[config.mk]
export PLATFORM = sky130hd
export DESIGN_NAME = modinv_invert_loop_ctrl
export DESIGN_NICKNAME = d
export VERILOG_FILES = /design/src/rtl/modinv_invert_loop_ctrl_pkg.sv /design/src/rtl/modinv_invert_loop_ctrl_op_decode.sv /design/src/rtl/modinv_invert_loop_ctrl.sv
export SDC_FILE = /design/constraint.sdc
export NUM_CORES = 1
export LEC_CHECK = 0
export CAP_MARGIN = 20
export CELL_PAD_IN_SITES_DETAIL_PLACEMENT = 0
export CELL_PAD_IN_SITES_GLOBAL_PLACEMENT = 1
export CORE_ASPECT_RATIO = 0.75
export CORE_MARGIN = 10
export CORE_UTILIZATION = 34
export DETAILED_ROUTE_END_ITERATION = 12
export GPL_ROUTABILITY_DRIVEN = 0
export MAX_ROUTING_LAYER = met4
export PLACE_DENSITY = 0.89
export SETUP_SLACK_MARGIN = 0.02
export SLEW_MARGIN = 20
export SYNTH_ARGS = -nofsm -noshare
export SYNTH_HDL_FRONTEND = slang
export SYNTH_SLANG_ARGS = --single-unit
export TNS_END_PERCENT = 5
[constraint.sdc]
create_clock -name clk -period 1.7 [get_ports clk]
set_input_delay 0.34 -clock clk [delete_from_list [all_inputs] [get_ports clk]]
set_output_delay 0.34 -clock clk [all_outputs]
set_load 0.1 [all_outputs]
[src/rtl/modinv_invert_loop_ctrl_pkg.sv]
// Shared definitions for the modular-inverse loop controller: FSM states,
// helper op codes and a constant-evaluable clog2.
package modinv_invert_loop_ctrl_pkg;

  typedef enum logic [2:0] {
    ST_IDLE      = 3'd0,
    ST_CMP_START = 3'd1,
    ST_CMP_WAIT  = 3'd2,
    ST_DECIDE    = 3'd3,
    ST_OP_START  = 3'd4,
    ST_OP_WAIT   = 3'd5
  } state_t;

  localparam logic [1:0] OP_HALVE_U = 2'd0;
  localparam logic [1:0] OP_HALVE_V = 2'd1;
  localparam logic [1:0] OP_SUB_U_V = 2'd2;
  localparam logic [1:0] OP_SUB_V_U = 2'd3;

  function automatic int clog2(input int value);
    int r;
    r = 0;
    while ((1 << r) < value) r = r + 1;
    return r;
  endfunction

endpackage

[src/rtl/modinv_invert_loop_ctrl_op_decode.sv]
// Flag priority decode for one binary-GCD step: done when v==1, otherwise
// picks the halving or subtract-and-halve op.
module modinv_invert_op_decode
  import modinv_invert_loop_ctrl_pkg::*;
(
  input  logic       u_gt_v,
  input  logic       v_eq_1,
  input  logic       u_is_even,
  input  logic       v_is_even,
  output logic       done,
  output logic [1:0] op_code
);

  always_comb begin
    done    = 1'b0;
    op_code = OP_HALVE_U;
    if (v_eq_1) begin
      done = 1'b1;
    end else if (u_is_even) begin
      op_code = OP_HALVE_U;
    end else if (v_is_even) begin
      op_code = OP_HALVE_V;
    end else if (u_gt_v) begin
      op_code = OP_SUB_U_V;
    end else begin
      op_code = OP_SUB_V_U;
    end
  end

endmodule

[src/rtl/modinv_invert_loop_ctrl.sv]
// Iteration controller for the binary modular-inverse loop: sequences compare
// and op helpers via one-cycle start pulses and counts completed ops in k.
// Optional iteration-limit abort is enabled with `define MODINV_ITER_LIMIT_EN.
//
// Handshake: a helper accepts a request when its *_ena pulse is high for one
// cycle while its *_rdy is high; the helper then drops *_rdy (it is ignored in
// the cycle right after the pulse) and raises it again when finished.
module modinv_invert_loop_ctrl
  import modinv_invert_loop_ctrl_pkg::*;
#(
  parameter int  OPERAND_NUM_WORDS = 8,
  localparam int ITER_LIMIT        = 64 * OPERAND_NUM_WORDS,
  localparam int K_BITS            = clog2(ITER_LIMIT + 1)
) (
  input  logic              clk,
  input  logic              rst_n,
  input  logic              ena,
  output logic              rdy,
  output logic [K_BITS-1:0] k,
  output logic              err,
  output logic              cmp_ena,
  input  logic              cmp_rdy,
  input  logic              u_gt_v,
  input  logic              v_eq_1,
  input  logic              u_is_even,
  input  logic              v_is_even,
  output logic              op_ena,
  output logic [1:0]        op_code,
  input  logic              op_rdy,
  output logic [2:0]        state_dbg
);

  localparam logic [K_BITS-1:0] K_MAX = {K_BITS{1'b1}};

  state_t            state_q, state_d;
  logic [K_BITS-1:0] k_q, k_d;
  logic              err_q, err_d;
  logic [1:0]        op_code_q, op_code_d;
  logic              skip_q, skip_d;
  logic              dec_done;
  logic [1:0]        dec_op;

  modinv_invert_op_decode u_decode (
    .u_gt_v    (u_gt_v),
    .v_eq_1    (v_eq_1),
    .u_is_even (u_is_even),
    .v_is_even (v_is_even),
    .done      (dec_done),
    .op_code   (dec_op)
  );

  always_ff @(posedge clk or negedge rst_n) begin
    if (!rst_n) begin
      state_q   <= ST_IDLE;
      k_q       <= '0;
      err_q     <= 1'b0;
      op_code_q <= OP_HALVE_U;
      skip_q    <= 1'b0;
    end else begin
      state_q   <= state_d;
      k_q       <= k_d;
      err_q     <= err_d;
      op_code_q <= op_code_d;
      skip_q    <= skip_d;
    end
  end

  always_comb begin
    state_d   = state_q;
    k_d       = k_q;
    err_d     = err_q;
    op_code_d = op_code_q;
    skip_d    = skip_q;
    cmp_ena   = 1'b0;
    op_ena    = 1'b0;
    case (state_q)
      ST_IDLE: begin
        if (ena) begin
          k_d     = '0;
          err_d   = 1'b0;
          state_d = ST_CMP_START;
        end
      end
      ST_CMP_START: begin
        if (cmp_rdy) begin
          cmp_ena = 1'b1;
          skip_d  = 1'b1;
          state_d = ST_CMP_WAIT;
        end
      end
      ST_CMP_WAIT: begin
        // skip_q masks the stale cmp_rdy seen in the cycle after the pulse
        if (skip_q) begin
          skip_d = 1'b0;
        end else if (cmp_rdy) begin
          state_d = ST_DECIDE;
        end
      end
      ST_DECIDE: begin
        if (dec_done) begin
          state_d = ST_IDLE;
        end
`ifdef MODINV_ITER_LIMIT_EN
        else if (k_q == K_BITS'(ITER_LIMIT)) begin
          err_d   = 1'b1;
          state_d = ST_IDLE;
        end
`endif
        else begin
          op_code_d = dec_op;
          state_d   = ST_OP_START;
        end
      end
      ST_OP_START: begin
        if (op_rdy) begin
          op_ena  = 1'b1;
          skip_d  = 1'b1;
          state_d = ST_OP_WAIT;
        end
      end
      ST_OP_WAIT: begin
        if (skip_q) begin
          skip_d = 1'b0;
        end else if (op_rdy) begin
          k_d     = (k_q == K_MAX) ? k_q : k_q + 1'b1;
          state_d = ST_CMP_START;
        end
      end
      default: state_d = ST_IDLE;
    endcase
  end

  assign rdy       = (state_q == ST_IDLE);
  assign k         = k_q;
  assign op_code   = op_code_q;
  assign state_dbg = state_q;
`ifdef MODINV_ITER_LIMIT_EN
  assign err = err_q;
`else
  // err_q is never set in this build, so the output is a constant zero
  assign err = 1'b0;
`endif

endmodule

==> run_results.csv, run 1 <==
group,metric,value,unit
run_status,outcome,"finished clean",
clock_network,clkSinkCount,16,
die,die-area,5380,um2
setup_path,cpLargestDelayFamily,"flip-flops",
timing,fin_crit,1.67,ns
place,post-place-cells,174,
setup_path,required,1.36,ns
timing,setup-violations-final,0,
grt,antenna_found_initial,0,
die,rows,16,
die,start_util,0.362,
logic_synthesis,synth_area_leaders,"dfrtp_1 (42%), a31oi_1 (5.8%), nand2b_1 (5.2%)",
job,drv_cap,0,
power_and_ir_drop,leakage,0.000689,uW
routing,avgRoutedWirePerCell,15.1,um
logic_synthesis,ys_ff_latch,16,
logic_synthesis,syn-num-nets,115,
cells_and_area,finish.instance_area,1670,um2
setup_path,arrival,1.33,ns
logic_synthesis,synthCells,105,
grt,grt_pass1_wl,4620,um
setup_path,critPathMaxFanout,11,
grt,overflow,0,
cells_and_area,area_growth,73.2,%
cells_and_area,final_common_cell,"buf_12",
die,chipWidth,81.5,um
setup_path,cpPeakStageDelay,0.48,ns
clock_network,cts_tree,"yes",
logic_synthesis,synth_top_area_cell,"dfrtp_1",
setup_path,cp-start-kind,"flip-flop",
setup_path,slowest_stage,"dfrtp_4",
power_and_ir_drop,vdd_ir_drop_max,1.27,mV
logic_synthesis,yosys_warnings,0,
clock_network,cts_buffers,3,
routing,drt_iter0_markers,34,
place,place_ws,-0.261,ns
clock_network,insertion_delay,0.25,ns
cells_and_area,layout_common_cells,"buf_12 (19), buf_4 (11), a31oi_1 (9)",
die,die_h,66.1,um
routing,firstDrtPassIters,4,
cells_and_area,n_antenna_cell,0,
setup_path,crit_chain,"buf_8, nand2b_4, nor2_4, buf_12",
setup_path,path_class,"flip-flop to output pin",
logic_synthesis,synthesis.area,963,um2
cells_and_area,fin_nets,154,
routing,drt-met1-wl,1170,um
routing,drcViolationCount,0,
die,coreArea,2660,um2
timing,finClkSkew,0.00420,ns
setup_path,endpoint_kind,"output pin",
clock_network,h-tree-depth,1,
timing,rsz0062_at_grt,"true",
logic_synthesis,yosysUniqueCellTypes,37,
routing,num_vias,966,
timing,drv_slew,0,
timing,layout_setup_ws,0.0306,ns
place,dpl_cell_area,1580,um2
hold_path,hp-class,"primary input to asynchronous set/reset pin",
routing,routed_wl,2700,um
grt,grt.total_usage,0.109,
logic_synthesis,avgSynthCellArea,9.18,um2
clock_network,ctsRootBufferMaster,"clkbuf_8",
setup_path,path_buf_inv,2,
cells_and_area,drive_above_1_share,0.427,
logic_synthesis,yosys_most_used_dff,"dfrtp_1",
logic_synthesis,ys_seq_area_frac,0.416,
logic_synthesis,synthArstFlopShare,1.00,
routing,top_layer,"met3",
routing,wl_met3,211,um
clock_network,clockBufferDepth,2,
routing,dr_wl_met2,1320,um
place,portBuffers,26,
grt,grt_max_degree,17,
timing,fin_crit_sh,0.982,
timing,hold_viol_final,0,
die,ios,28,
timing,fmax,0.599,GHz
cells_and_area,stdcell_count,179,
power_and_ir_drop,power_density,1550,nW/um2
clock_network,cts.reportedPaths.clkPinSlew,0.06,ns
routing,via_per_inst,5.40,
place,dp_hpwl,2070,um
logic_synthesis,yosysTopAreaCellShare,0.416,
logic_synthesis,synth_edf_count,0,
routing,ant_nets,0,
grt,grt_pass1_vias,969,
worst register-to-register path: stages (launching register included):
cell and delay [ns]:
dfrtp_2 0.45, or3b_1 0.41, a21oi_2 0.19, a21boi_4 0.27, o211ai_1 0.12
path summary, 6_finish.rpt:
| check | startpoint | to | slack (ns) | cells past startpoint |
|---|---|---|---|---|
| max | state_dbg[2] | cmp_ena | 0.03 | 4 |
| min | rst_n | k[0] | 0.41 | 2 |
| max reg2reg | state_dbg[0] | k[9] | 0.13 | 4 |
| min reg2reg | k[4] | k[4] | 0.55 | 1 |
| max in group asynchronous | rst_n | state_dbg[2] | 1.08 | 2 |
| min in group clk | k[4] | k[4] | 0.55 | 1 |
stage by stage:
step	total power, uW	setup TNS [ns]	util	hold WS, ns
2_1_floorplan	1600	-3.02	-	0.0444
3_3_place_gp	2220	-2.29	0.592	0.533
3_5_place_dp	2250	-2.48	0.592	0.535
4_1_cts	2570	0	0.617	0.422
5_1_grt	2700	-0.0264	0.627	0.445
6_report	2580	0	0.627	0.412
logic make-up (layout without fill, tap and decap cells):
kind of cell / after synthesis / in the layout / synth area share
compound gates: 29 / 30 / 0.200
mux: 3 / 3 / 0.0338
buf+inv: 10 / 47 / 0.0493
fa+ha+maj: 1 / 1 / 0.0130
simple gates: 45 / 45 / 0.284
other cells: 1 / 1 / 0.00389
flops: 16 / 16 / 0.416
final cells by class:
cell class	count	area, um2
Sequential cell	16	413
Tap cell	36	45.0
Inverter	4	15.0
Timing Repair Buffer	39	559
Multi-Input combinational cell	80	592
Fill cell	221	993
Clock buffer	4	45.0
per-layer routing:
metal | vias up | global-route usage
li1 | 460 | -
met1 | 477 | 0.128
met2 | 29 | 0.176
met3 | 0 | 0.0448
met4 | 0 | 0.0129
met5 | - | -
registers in the layout, summed over array words and instances (netlist names):
name and cells:
op_code 2, k 10, state_dbg 3, skip_q 1
power by group:
group / total (uW) / internal (uW) / switching (uW) / leakage, uW
Sequential: 584 / 467 / 117 / 0.000202
Combinational: 1700 / 671 / 1030 / 0.000464
Clock: 291 / 166 / 125 / 0.0000228
Total: 2580 / 1300 / 1280 / 0.000689
synthesized netlist by cell type, types with 3 or more instances:
library cell / count
a31oi_1: 9
o21ai_0: 7
buf_2: 5
a21oi_1: 4
nand3_1: 3
inv_1: 4
nand4_1: 3
nand2b_1: 8
nor2_1: 3
nand2_1: 6
nor3_1: 5
and3_2: 3
dfrtp_1: 16
repair_timing:
item / CTS / global route
gates resized for setup: 3 / 6
buffers inserted: 0 / 0
endpoints found under the setup margin: 8 / 13
pin swaps: 0 / 3
gates cloned: 1 / 0
hold buffers: 0 / 0
Power figures use the tool's default switching activity.
==> run 2: changes to the inputs <==
--- a/config.mk
+++ b/config.mk
@@ -13,7 +13,6 @@
 export CORE_UTILIZATION = 34
 export DETAILED_ROUTE_END_ITERATION = 12
 export GPL_ROUTABILITY_DRIVEN = 0
-export MAX_ROUTING_LAYER = met4
 export PLACE_DENSITY = 0.89
 export SETUP_SLACK_MARGIN = 0.02
 export SLEW_MARGIN = 20
==> run 2 against run 1 <==
Against the previous run:
- critical path depth unchanged
- sequential share of layout area unchanged
- clock power about the same
- fmax about the same
- sequential cell count unchanged
- cell count unchanged
- largest cell class unchanged
==> run_results.csv, run 2 (synthesis gave the netlist of run 1 again) <==
group,metric,value,unit
timing,setup-violations-final,0,
die,die_h,66.1,um
job,drv_cap,0,
run_status,outcome,"finished clean",
clock_network,post_cts_buffers,0,
setup_path,required,1.36,ns
timing,drv_slew,0,
setup_path,arrival,1.33,ns
cells_and_area,n_antenna_cell,0,
timing,fin_crit,1.67,ns
place,portBuffers,26,
clock_network,clockBufferDepth,2,
cells_and_area,fin_nets,154,
setup_path,path_class,"flip-flop to output pin",
hold_path,hp-class,"primary input to asynchronous set/reset pin",
timing,fin_crit_sh,0.982,
routing,via_per_inst,5.40,
place,dp_hpwl,2070,um
die,start_util,0.362,
grt,overflow,0,
power_and_ir_drop,leakage,0.000689,uW
power_and_ir_drop,power_density,1550,nW/um2
setup_path,cpPeakStageDelay,0.48,ns
die,rows,16,
clock_network,h-tree-depth,1,
grt,grt_pass1_vias,964,
power_and_ir_drop,vdd_ir_drop_max,1.27,mV
setup_path,slowest_stage,"dfrtp_4",
setup_path,critPathMaxFanout,11,
timing,finClkSkew,0.00432,ns
routing,num_vias,966,
timing,hold_viol_final,0,
die,ios,28,
setup_path,r2r_cells,4,
timing,fmax,0.599,GHz
clock_network,ctsRootBufferMaster,"clkbuf_8",
clock_network,clkSinkCount,16,
cells_and_area,drive_above_1_share,0.427,
grt,grt_max_degree,17,
setup_path,rr_endpoint,"k[9]",
die,coreArea,2660,um2
setup_path,rrSetupSlack,0.13,ns
clock_network,cts_tree,"yes",
setup_path,crit_chain,"buf_8, nand2b_4, nor2_4, buf_12",
routing,firstDrtPassIters,4,
timing,holdWs,0.413,ns
clock_network,cts.reportedPaths.clkPinSlew,0.06,ns
routing,avgRoutedWirePerCell,15.1,um
cells_and_area,area_growth,73.2,%
clock_network,cts_buffers,3,
setup_path,timing.rr.start,"state_dbg[0]",
cells_and_area,largest_reg_flops,10,
cells_and_area,multi_input_area,592,um2
setup_path,cp-start-kind,"flip-flop",
die,chipWidth,81.5,um
clock_network,insertion_delay,0.25,ns
cells_and_area,layout_common_cells,"buf_12 (19), buf_4 (11), a31oi_1 (9)",
routing,routed_wl,2690,um
grt,grt.total_usage,0.106,
setup_path,endpoint_kind,"output pin",
routing,ant_nets,0,
grt,antenna_found_initial,0,
grt,grt_pass1_wl,4640,um
routing,drcViolationCount,0,
timing,layout_setup_ws,0.0309,ns
routing,drt_iter0_markers,67,
cells_and_area,fillers,221,
cells_and_area,regArea,413,um2
timing,rsz0062_at_grt,"true",
place,place_ws,-0.261,ns
cells_and_area,final_common_cell,"buf_12",
die,die-area,5380,um2
==> run 2: cell counts in the layout (fill, tap and decap cells not counted) <==
No cell type changed its count.
==> run 2: worst max-delay path, delay by kind of cell (launching register included) <==
| kind | cells | cell delay (ns) |
|---|---|---|
| simple gates | 2 | 0.26 |
| flops | 1 | 0.48 |
| buf+inv | 2 | 0.34 |
==> run 2: where the power goes <==
part	total [uW]	internal (uW)	switching (uW)	leakage, uW
clock	291	166	125	0.0000228
combinational	1710	671	1030	0.000464
sequential	584	467	117	0.000202
total	2580	1300	1280	0.000689
==> run 2: stage by stage <==
step	setup TNS [ns]	cell area, um2	power (uW)	std cells	utilization
2_1_floorplan	-3.02	1020	1600	105	-
3_3_place_gp	-2.29	1580	2220	174	0.592
3_5_place_dp	-2.48	1580	2250	174	0.592
4_1_cts	0	1640	2570	179	0.617
5_1_grt	-0.0264	1670	2700	179	0.627
6_report	0	1670	2580	179	0.627
==> run 2: final cells by class <==
| type | count | area share |
|---|---|---|
| inverters | 4 | 0.00900 |
| repair buffers | 39 | 0.335 |
| clock buffers | 4 | 0.0270 |
| well taps | 36 | 0.0270 |
| flip-flops and latches | 16 | 0.247 |
| multi-input cells | 80 | 0.355 |
==> run 2: how the worst max path moves through the flow <==
stage / from / end / slack (ns) / depth (start not counted)
2_1_floorplan: state_dbg[2] / op_ena / -0.31 / 3
6_report: state_dbg[2] / cmp_ena / 0.03 / 4
4_1_cts: state_dbg[2] / cmp_ena / 0.02 / 4
5_1_grt: state_dbg[2] / cmp_ena / -0.02 / 4
3_5_place_dp: ena / k[0] / -0.26 / 5
3_3_place_gp: ena / k[4] / -0.24 / 5
==> run 2: what timing repair did <==
item	in CTS	in global routing
endpoints found under the setup margin	8	13
hold buffers	0	0
gates cloned	1	0
resized for setup	3	6
pin swaps	0	3
==> run 2: metal layers <==
layer,GRT usage,vias up,wire [um],part of all wire
li1,-,461,-,-
met1,0.128,472,1160,0.43
met2,0.176,33,1320,0.49
met3,0.0448,0,213,0.079
met4,0.0129,0,0,0
met5,0,-,0,0
==> run 3: changes to the inputs <==
--- a/config.mk
+++ b/config.mk
@@ -8,13 +8,13 @@
 export CAP_MARGIN = 20
 export CELL_PAD_IN_SITES_DETAIL_PLACEMENT = 0
 export CELL_PAD_IN_SITES_GLOBAL_PLACEMENT = 1
-export CORE_ASPECT_RATIO = 0.75
-export CORE_MARGIN = 10
+export CORE_ASPECT_RATIO = 1.5
 export CORE_UTILIZATION = 34
 export DETAILED_ROUTE_END_ITERATION = 12
 export GPL_ROUTABILITY_DRIVEN = 0
 export PLACE_DENSITY = 0.89
 export SETUP_SLACK_MARGIN = 0.02
+export SKIP_CTS_REPAIR_TIMING = 1
 export SLEW_MARGIN = 20
 export SYNTH_ARGS = -nofsm -noshare
 export SYNTH_HDL_FRONTEND = slang
==> run 3 against run 2 <==
Against the previous run:
- cell count grew 2.8%
- first-iteration DRC count fell by 37%
- fmax decreased by 0.90%
- critical path depth did not move
- via count rose by 1.7%
- sequential share of layout area fell by 0.86 points
- critical endpoint unchanged
- wire length is 1.1% lower
- combinational power grew 5%
- cell area grew 3.6%
- hold slack better by 0.0093 ns
- non-clock buffer count up 4
- utilization up 1.9 points
==> run_results.csv, run 3 (synthesis gave the netlist of run 1 again) <==
group,metric,value,unit
run_status,outcome,"finished clean",
hold_path,hp-class,"primary input to asynchronous set/reset pin",
grt,grt.total_usage,0.180,
power_and_ir_drop,power_density,1560,nW/um2
place,portBuffers,26,
cells_and_area,drive_above_1_share,0.463,
cells_and_area,finish.instance_area,1730,um2
place,dp_hpwl,1950,um
clock_network,ctsRootBufferMaster,"clkbuf_8",
power_and_ir_drop,p_int,1380,uW
cells_and_area,final_common_cell,"buf_12",
die,die-area,3060,um2
power_and_ir_drop,comb_power_share,0.664,
timing,setup-violations-final,0,
clock_network,cts_tree,"yes",
routing,firstDrtPassIters,4,
setup_path,arrival,1.34,ns
power_and_ir_drop,vdd_ir_drop_max,1.70,mV
cells_and_area,largest_reg_flops,10,
cells_and_area,fin_nets,158,
timing,hold_viol_final,0,
grt,grt_pass1_vias,990,
setup_path,endpoint_kind,"output pin",
cells_and_area,layout_common_cells,"buf_12 (19), buf_4 (14), a31oi_1 (9)",
die,die_h,67.2,um
job,drv_cap,0,
power_and_ir_drop,netSwitchingPower,1310,uW
timing,fmax,0.594,GHz
timing,finClkSkew,0.00481,ns
grt,grt_max_degree,17,
routing,avgRoutedWirePerCell,14.5,um
clock_network,cts_buffers,3,
timing,fin_crit_sh,0.991,
routing,routed_wl,2660,um
clock_network,cts.reportedPaths.clkPinSlew,0.07,ns
power_and_ir_drop,seqPwrFrac,0.207,
routing,via_per_inst,5.34,
cells_and_area,area_growth,79.5,%
timing,fin_crit,1.68,ns
die,ios,28,
clock_network,insertion_delay,0.25,ns
power_and_ir_drop,netSwitchingFraction,0.485,
grt,overflow,0,
setup_path,critPathMaxFanout,9,
routing,num_vias,982,
setup_path,cp-start-kind,"flip-flop",
die,chipWidth,45.5,um
grt,grt_pass1_wl,4050,um
routing,ant_nets,0,
clock_network,h-tree-depth,1,
clock_network,clkSinkCount,16,
cells_and_area,n_antenna_cell,0,
routing,drt_iter0_markers,42,
timing,drv_slew,0,
power_and_ir_drop,leakage,0.000729,uW
power_and_ir_drop,pwr-share-clk,0.128,
setup_path,path_class,"flip-flop to output pin",
die,start_util,0.360,
die,coreArea,2680,um2
clock_network,clockBufferDepth,2,
timing,finalSetupTns,0,ns
grt,antenna_found_initial,0,
place,dpl_cell_area,1570,um2
die,rows,23,
timing,rsz0062_at_grt,"true",
routing,drcViolationCount,0,
setup_path,required,1.36,ns
-- run 3: through the flow --
stage          worst slack, ns  total power (uW)  hold WS [ns]  cells   util
6_report                0.0157              2690         0.422    184  0.646
5_1_grt                -0.0125              2800         0.447    184  0.646
4_1_cts                -0.0934              2540         0.432    178  0.607
3_5_place_dp            -0.253              2200         0.537    174  0.587
3_3_place_gp            -0.218              2180         0.533    174  0.587
2_1_floorplan           -0.313              1600        0.0444    105      -
-- run 3: layer usage --
layer / GRT usage / routed length, um / share of wire / vias up
met4: 0.0871 / 34 / 0.013 / 0
met5: 0 / 0 / 0 / -
met1: 0.173 / 969 / 0.36 / 479
li1: - / - / - / 472
met2: 0.348 / 1570 / 0.59 / 27
met3: 0.0294 / 92 / 0.035 / 4
-- run 3: final cells by class --
| class | count | area, um2 |
|---|---|---|
| repair buffers | 43 | 593 |
| flip-flops and latches | 16 | 413 |
| clock buffers | 4 | 55.1 |
| well taps | 37 | 46.3 |
| inverters | 4 | 15.0 |
| multi-input cells | 80 | 607 |
| fillers | 223 | 947 |
-- run 3: worst paths after layout --
check | from | to | slack (ns) | cells past startpoint
worst max-delay path | state_dbg[2] | cmp_ena | 0.02 | 4
worst max register to register | state_dbg[2] | k[7] | 0.14 | 4
worst min-delay path | rst_n | k[5] | 0.42 | 2
worst min register to register | k[4] | k[4] | 0.55 | 1
max in group asynchronous | rst_n | state_dbg[2] | 1.07 | 2
min in group clk | k[4] | k[4] | 0.55 | 1
-- run 3: worst max-delay path, cell delays in order, from the launching register on --
cell	delay, ns
dfrtp_4	0.49
buf_6	0.16
nand2b_4	0.16
nor2_4	0.10
buf_12	0.18
-- run 3: power by group through the flow --
stage / sequential [uW] / clock, uW / combinational (uW)
4_1_cts: 583 / 344 / 1620
6_report: 557 / 345 / 1790
3_3_place_gp: 584 / 0 / 1590
3_5_place_dp: 590 / 0 / 1610
5_1_grt: 564 / 367 / 1860
2_1_floorplan: 984 / 0 / 619
